===== src/rtl/key_expand.sv =====
// AES-128 key schedule: one round key every five cycles using an external combinational sbox.
// Optional KEY_EXPAND_STALL_EN adds an rk_ready back-pressure input.
module key_expand (
    input  logic         clk,
    input  logic         rst_n,
    input  logic         start,
    input  logic [127:0] key_in,
`ifdef KEY_EXPAND_STALL_EN
    input  logic         rk_ready,
`endif
    input  logic [7:0]   sb_in,
    output logic [7:0]   sb_a,
    output logic [127:0] rk,
    output logic [3:0]   rk_round,
    output logic         rk_valid,
    output logic         busy,
    output logic         done
);
    typedef enum logic [2:0] {IDLE, LOAD, SUB, CALC, DONE} state_t;

    state_t           state, state_nx;
    logic [31:0]      w0, w1, w2, w3;
    logic [3:0][7:0]  temp;
    logic [3:0][7:0]  rot_b;
    logic [31:0]      t, w0_nx, w1_nx, w2_nx, w3_nx;
    logic [7:0]       rcon;
    logic [3:0]       round;
    logic [1:0]       bc;
    logic             hs;
    logic             last;

`ifdef KEY_EXPAND_STALL_EN
    assign hs = rk_ready;
`else
    assign hs = 1'b1;
`endif

    assign last  = (round == 4'd10);
    assign rot_b = {w3[23:0], w3[31:24]};
    assign t     = temp ^ {rcon, 24'h0};
    assign w0_nx = w0 ^ t;
    assign w1_nx = w1 ^ w0_nx;
    assign w2_nx = w2 ^ w1_nx;
    assign w3_nx = w3 ^ w2_nx;

    assign rk       = {w0, w1, w2, w3};
    assign rk_round = round;
    assign rk_valid = (state == LOAD);
    assign busy     = (state != IDLE);
    assign done     = (state == DONE);

    always_comb begin
        state_nx = state;
        case (state)
            IDLE: if (start) state_nx = LOAD;
            LOAD: if (hs) state_nx = last ? DONE : SUB;
            SUB:  if (bc == 2'd3) state_nx = CALC;
            CALC: state_nx = LOAD;
            DONE: state_nx = IDLE;
            default: state_nx = IDLE;
        endcase
    end

    // Byte 0 is fetched during the presentation cycle, so a round costs
    // present+3 SUB+CALC = 5 cycles.
    always_comb begin
        sb_a = 8'h00;
        if ((state == LOAD && !last) || state == SUB)
            sb_a = rot_b[2'd3 - bc];
    end

    always_ff @(posedge clk) begin
        if (!rst_n) begin
            state <= IDLE;
            w0    <= '0;
            w1    <= '0;
            w2    <= '0;
            w3    <= '0;
            temp  <= '0;
            rcon  <= 8'h01;
            round <= '0;
            bc    <= '0;
        end else begin
            state <= state_nx;
            case (state)
                IDLE: if (start) begin
                    {w0, w1, w2, w3} <= key_in;
                    rcon  <= 8'h01;
                    round <= '0;
                    bc    <= '0;
                end
                LOAD: if (hs && !last) begin
                    temp[2'd3 - bc] <= sb_in;
                    bc <= bc + 2'd1;
                end
                SUB: begin
                    temp[2'd3 - bc] <= sb_in;
                    bc <= bc + 2'd1;
                end
                CALC: begin
                    w0    <= w0_nx;
                    w1    <= w1_nx;
                    w2    <= w2_nx;
                    w3    <= w3_nx;
                    rcon  <= {rcon[6:0], 1'b0} ^ (rcon[7] ? 8'h1b : 8'h00);
                    round <= round + 4'd1;
                end
                default: ;
            endcase
        end
    end
endmodule


===== config.mk =====
export PLATFORM = sky130hd
export DESIGN_NAME = key_expand
export DESIGN_NICKNAME = d
export VERILOG_FILES = /design/src/rtl/key_expand.sv
export SDC_FILE = /design/constraint.sdc
export NUM_CORES = 1
export LEC_CHECK = 0
export ABC_CLOCK_PERIOD_IN_PS = 3000
export CELL_PAD_IN_SITES_DETAIL_PLACEMENT = 0
export CELL_PAD_IN_SITES_GLOBAL_PLACEMENT = 1
export CORE_ASPECT_RATIO = 1.25
export CORE_UTILIZATION = 35
export CTS_BUF_LIST = sky130_fd_sc_hd__clkbuf_4
export DETAILED_ROUTE_END_ITERATION = 8
export PLACE_DENSITY_LB_ADDON = 0.12
export SYNTH_ARGS = -nofsm -noshare
export SYNTH_HDL_FRONTEND = slang
export SYNTH_SLANG_ARGS = --single-unit

===== constraint.sdc =====
create_clock -name clk -period 3 [get_ports clk]
set_input_delay 0.6 -clock clk [delete_from_list [all_inputs] [get_ports clk]]
set_output_delay 0.6 -clock clk [all_outputs]
set_load 0.01 [all_outputs]

==> impl_results.html <==
<table>
<tr><th>Metric</th><th>Value</th></tr>
<tr><th colspan="2">Finish</th></tr>
<tr><td>Leading cell type in the layout, fill and taps excluded</td><td>sky130_fd_sc_hd__clkdlybuf4s50_1</td></tr>
<tr><td>Number of inserted filler cells in the final layout</td><td>2627</td></tr>
<tr><td>Commonest cells after routing, fill and taps aside</td><td>sky130_fd_sc_hd__clkdlybuf4s50_1 (272), sky130_fd_sc_hd__dfxtp_1 (174), sky130_fd_sc_hd__o21ai_0 (135)</td></tr>
<tr><td>Share of layout cells above drive strength 1</td><td>7.02%</td></tr>
<tr><td>Total Nets Final</td><td>1499</td></tr>
<tr><td>Cell area after layout</td><td>13300 um^2</td></tr>
<tr><td>Layout-stage area growth over the synthesis result</td><td>36.9%</td></tr>
<tr><th colspan="2">Global route</th></tr>
<tr><td>First-pass GRT wire length</td><td>48900 um</td></tr>
<tr><td>Overall fraction of global-route tracks in use</td><td>22.8%</td></tr>
<tr><td>Remaining global-route overflow</td><td>0</td></tr>
<tr><td>Initial antenna violation count</td><td>4</td></tr>
<tr><td>Maximum number of pins on one net before global-route repair</td><td>59</td></tr>
<tr><td>Via count of the first global-routing pass</td><td>8213</td></tr>
<tr><th colspan="2">Worst setup path</th></tr>
<tr><td>Cell type group with the largest total delay on the critical path</td><td>flip-flops</td></tr>
<tr><td>Data required time of the worst path</td><td>2400 ps</td></tr>
<tr><td>Critical Path Max Stage Delay</td><td>700 ps</td></tr>
<tr><td>CP Cell Sequence</td><td>nor3b_1 &gt; clkdlybuf4s50_1</td></tr>
<tr><td>Critical path type</td><td>register to output pin</td></tr>
<tr><td>WP data arrival</td><td>2090 ps</td></tr>
<tr><td>CP max FO</td><td>14</td></tr>
<tr><td>Type of element launching the critical path</td><td>register</td></tr>
<tr><td>Critical Path Sink Type</td><td>output pin</td></tr>
<tr><td>Bufs and invs on worst path</td><td>1</td></tr>
<tr><td>Slowest stage cell, crit path</td><td>sky130_fd_sc_hd__dfxtp_1</td></tr>
<tr><th colspan="2">Clock network</th></tr>
<tr><td>Clock slew seen by the registers of the worst setup and hold paths</td><td>150 ps</td></tr>
<tr><td>Clock H-tree levels</td><td>4</td></tr>
<tr><td>Clock Sinks</td><td>177</td></tr>
<tr><td>Clock tree from TritonCTS</td><td>done</td></tr>
<tr><td>Clock network latency to the later pin of the worst-skew pair</td><td>580 ps</td></tr>
<tr><td>Clock buffer count from CTS</td><td>17</td></tr>
<tr><td>CTS Root Cell</td><td>sky130_fd_sc_hd__clkbuf_4</td></tr>
<tr><td>Clock Path Buffers</td><td>2</td></tr>
<tr><th colspan="2">Place</th></tr>
<tr><td>Port Buffer Count</td><td>281</td></tr>
<tr><td>Placer Congestion</td><td>0.839</td></tr>
<tr><td>Setup Slack @ Placement</td><td>227 ps</td></tr>
<tr><td>Cell area after placement</td><td>12900 um^2</td></tr>
<tr><td>Estimated wirelength of the detail-placed design</td><td>24100 um</td></tr>
<tr><th colspan="2">Timing</th></tr>
<tr><td>Worst relative slew slack</td><td>51.9%</td></tr>
<tr><td>Clock skew after layout</td><td>15.5 ps</td></tr>
<tr><td>Setup-failing EPs final</td><td>0</td></tr>
<tr><td>Tmin final</td><td>2690 ps</td></tr>
<tr><td>Maximum achievable frequency</td><td>372 MHz</td></tr>
<tr><td>Final setup TNS</td><td>0 ps</td></tr>
<tr><td>Max-slew violations</td><td>0</td></tr>
<tr><td>Final Cycle Share</td><td>89.7%</td></tr>
<tr><td>Unrepaired setup endpoints after global routing</td><td>false</td></tr>
<tr><td>Worst slew pin tran</td><td>721 ps</td></tr>
<tr><td>Worst setup slack after layout</td><td>309 ps</td></tr>
<tr><td>Final-report hold violation count</td><td>0</td></tr>
<tr><th colspan="2">Routing</th></tr>
<tr><td>Initial DRT Pass Iterations</td><td>5</td></tr>
<tr><td>Post-Route WL</td><td>32600 um</td></tr>
<tr><td>Routed vias/inst</td><td>5.21</td></tr>
<tr><td>Total via count after detailed routing</td><td>8929</td></tr>
<tr><td>Number of design-rule violations left by the first detailed-router iteration</td><td>400</td></tr>
<tr><td>Average wire per cell in the routed design</td><td>19.0 um</td></tr>
<tr><td>Number of remaining DRC errors</td><td>0</td></tr>
<tr><td>Number of routed nets with antenna violations</td><td>0</td></tr>
<tr><th colspan="2">Outcome</th></tr>
<tr><td>Status</td><td>completed</td></tr>
<tr><th colspan="2">Pwr</th></tr>
<tr><td>IR Drop Worst-Case VDD</td><td>0.185 mV</td></tr>
<tr><td>Total chip power</td><td>6.35 mW</td></tr>
<tr><td>Leak Pwr</td><td>5.01 nW</td></tr>
<tr><td>Power per standard cell area</td><td>478 nW/um^2</td></tr>
<tr><th colspan="2">Flow run</th></tr>
<tr><td>Number of max-capacitance violations reported</td><td>0</td></tr>
<tr><th colspan="2">Synth</th></tr>
<tr><td>Primary FF master, synth</td><td>sky130_fd_sc_hd__dfxtp_1</td></tr>
<tr><td>Async set-or-reset flop fraction in the synthesized netlist</td><td>0%</td></tr>
<tr><td>Synth Register Bits</td><td>177</td></tr>
<tr><td>Post-synth cell types</td><td>45</td></tr>
<tr><td>Number of instances in the synthesized netlist</td><td>1115</td></tr>
<tr><td>Share of the yosys chip area belonging to registers</td><td>36.5%</td></tr>
<tr><td>Syn nets</td><td>1260</td></tr>
<tr><td>Average cell area after synthesis</td><td>8.71 um^2</td></tr>
<tr><td>Total standard cell area after synthesis</td><td>9720 um^2</td></tr>
<tr><td>Yosys warnings</td><td>0</td></tr>
<tr><td>Post-synth EDFFs</td><td>0</td></tr>
<tr><th colspan="2">Floorplanning</th></tr>
<tr><td>Number of I/O pins</td><td>282</td></tr>
<tr><td>Die X</td><td>151 um</td></tr>
<tr><td>Vertical die dimension</td><td>188 um</td></tr>
<tr><td>Starting density of the core</td><td>35.9%</td></tr>
<tr><td>Core Rows</td><td>67</td></tr>
<tr><td>Area enclosed by the die boundary</td><td>28400 um^2</td></tr>
<tr><td>Placeable core region</td><td>27100 um^2</td></tr>
<tr><th colspan="2">Min path</th></tr>
<tr><td>Worst min-delay path class</td><td>register to register</td></tr>
</table>
## Yosys cell counts (9+ instances only)
library cell               instances  area (um^2)
sky130_fd_sc_hd__nor2_1           48          180
sky130_fd_sc_hd__and2_1           42          263
sky130_fd_sc_hd__xnor2_1          50          438
sky130_fd_sc_hd__nor3b_1          29          218
sky130_fd_sc_hd__a21boi_1         18          135
sky130_fd_sc_hd__xor2_1           26          228
sky130_fd_sc_hd__o211a_1          15          150
sky130_fd_sc_hd__mux2i_1          32          320
sky130_fd_sc_hd__o21ai_0         135          676
sky130_fd_sc_hd__nor3_1           26          130
sky130_fd_sc_hd__xnor3_1          17          383
sky130_fd_sc_hd__o21a_1           15          113
sky130_fd_sc_hd__a21boi_0         22          165
sky130_fd_sc_hd__nand2_1          72          270
sky130_fd_sc_hd__nand3_1          17         85.1
sky130_fd_sc_hd__dfxtp_1         177         3540
sky130_fd_sc_hd__buf_2            28          140
sky130_fd_sc_hd__a211oi_1         24          180
sky130_fd_sc_hd__and3_1           10         62.6
sky130_fd_sc_hd__o211ai_1         22          165
sky130_fd_sc_hd__o21ai_1           9         45.0
sky130_fd_sc_hd__a21oi_1          80          400
sky130_fd_sc_hd__o22ai_1          15         93.8
sky130_fd_sc_hd__nor3_2           14          140
sky130_fd_sc_hd__clkbuf_1         55          206
sky130_fd_sc_hd__and4_1           14          123
sky130_fd_sc_hd__nor2b_1          44          275
sky130_fd_sc_hd__nand2b_1         10         62.6
## power by group
group          total [mW]  switching (mW)  internal (mW)
clock                1.62           0.870          0.751
sequential           2.79           0.241           2.55
combinational        1.94           0.921           1.02
total                6.35            2.03           4.32
## path summary, 6_finish.rpt
check / startpoint / endpoint / slack (ps) / depth (start not counted)
hold reg to reg: w1[31] / w1[31] / 500 / 2
hold / removal: w1[31] / w1[31] / 500 / 2
setup reg to reg: state[2] / w0[18] / 810 / 6
setup / recovery: state[2] / done / 310 / 2
## flip-flops by register name, indices dropped and copies added, names as in the netlist
| signal | count |
|---|---|
| temp | 32 |
| w1 | 32 |
| w2 | 32 |
| rcon | 8 |
| rk_round | 4 |
| w3 | 32 |
| state | 3 |
| w0 | 32 |
| bc | 2 |
## per-layer routing
metal  global-route usage, %  vias up  routed length [um]
li1                        -     4449                   -
met1                    31.6     4173               15100
met2                    35.9      274               15200
met3                    3.92       31                1660
met4                    6.96        2                 609
met5                       0        -                  13
## per-stage QoR
step / instances / utilization, % / hold slack [ps]
after floorplan: 1115 / - / 494
after global placement: 1679 / 47.7 / 475
after detailed placement: 1679 / 47.7 / 486
after CTS: 1712 / 49.0 / 475
after global routing: 1714 / 49.1 / 486
final: 1714 / 49.1 / 502
## layout make-up
type | count | area, um^2 | area share, %
Clock inverter | 13 | 191 | 1.44
Inverter | 5 | 18.8 | 0.141
Timing Repair Buffer | 312 | 3200 | 24.1
Tap cell | 345 | 432 | 3.25
Antenna cell | 2 | 5.00 | 0.0376
Multi-Input combinational cell | 841 | 5760 | 43.3
Sequential cell | 177 | 3550 | 26.7
Clock buffer | 19 | 143 | 1.07
## worst min-delay path, stage by stage, from the launching register on
cell	delay, ps
sky130_fd_sc_hd__dfxtp_1	360
sky130_fd_sc_hd__nand2_1	60
sky130_fd_sc_hd__a21boi_1	50
## timing repair
item | 4_1_cts | 5_1_grt
hold endpoints to repair | 0 | 0
setup buffers | 1 | 0
pin swaps | 0 | 0
hold buffers | 0 | 0
gates resized for setup | 3 | 10
endpoints found under the setup margin | 8 | 8
## kinds of logic (layout without fill, tap and decap cells)
| kind of cell | after synthesis | count (layout) | synth area share (%) |
|---|---|---|---|
| and+or+nand+nor | 335 | 335 | 19.3 |
| other | 0 | 2 | 0 |
| xor gates and xnor gates | 93 | 93 | 10.8 |
| DFF | 177 | 177 | 36.5 |
| adders and majority gates | 6 | 6 | 0.773 |
| muxes | 40 | 40 | 5.15 |
| AOI/OAI and AO/OA | 367 | 367 | 22.9 |
| buffers and inverters | 97 | 349 | 4.65 |
(Power assumes the default switching activity.)
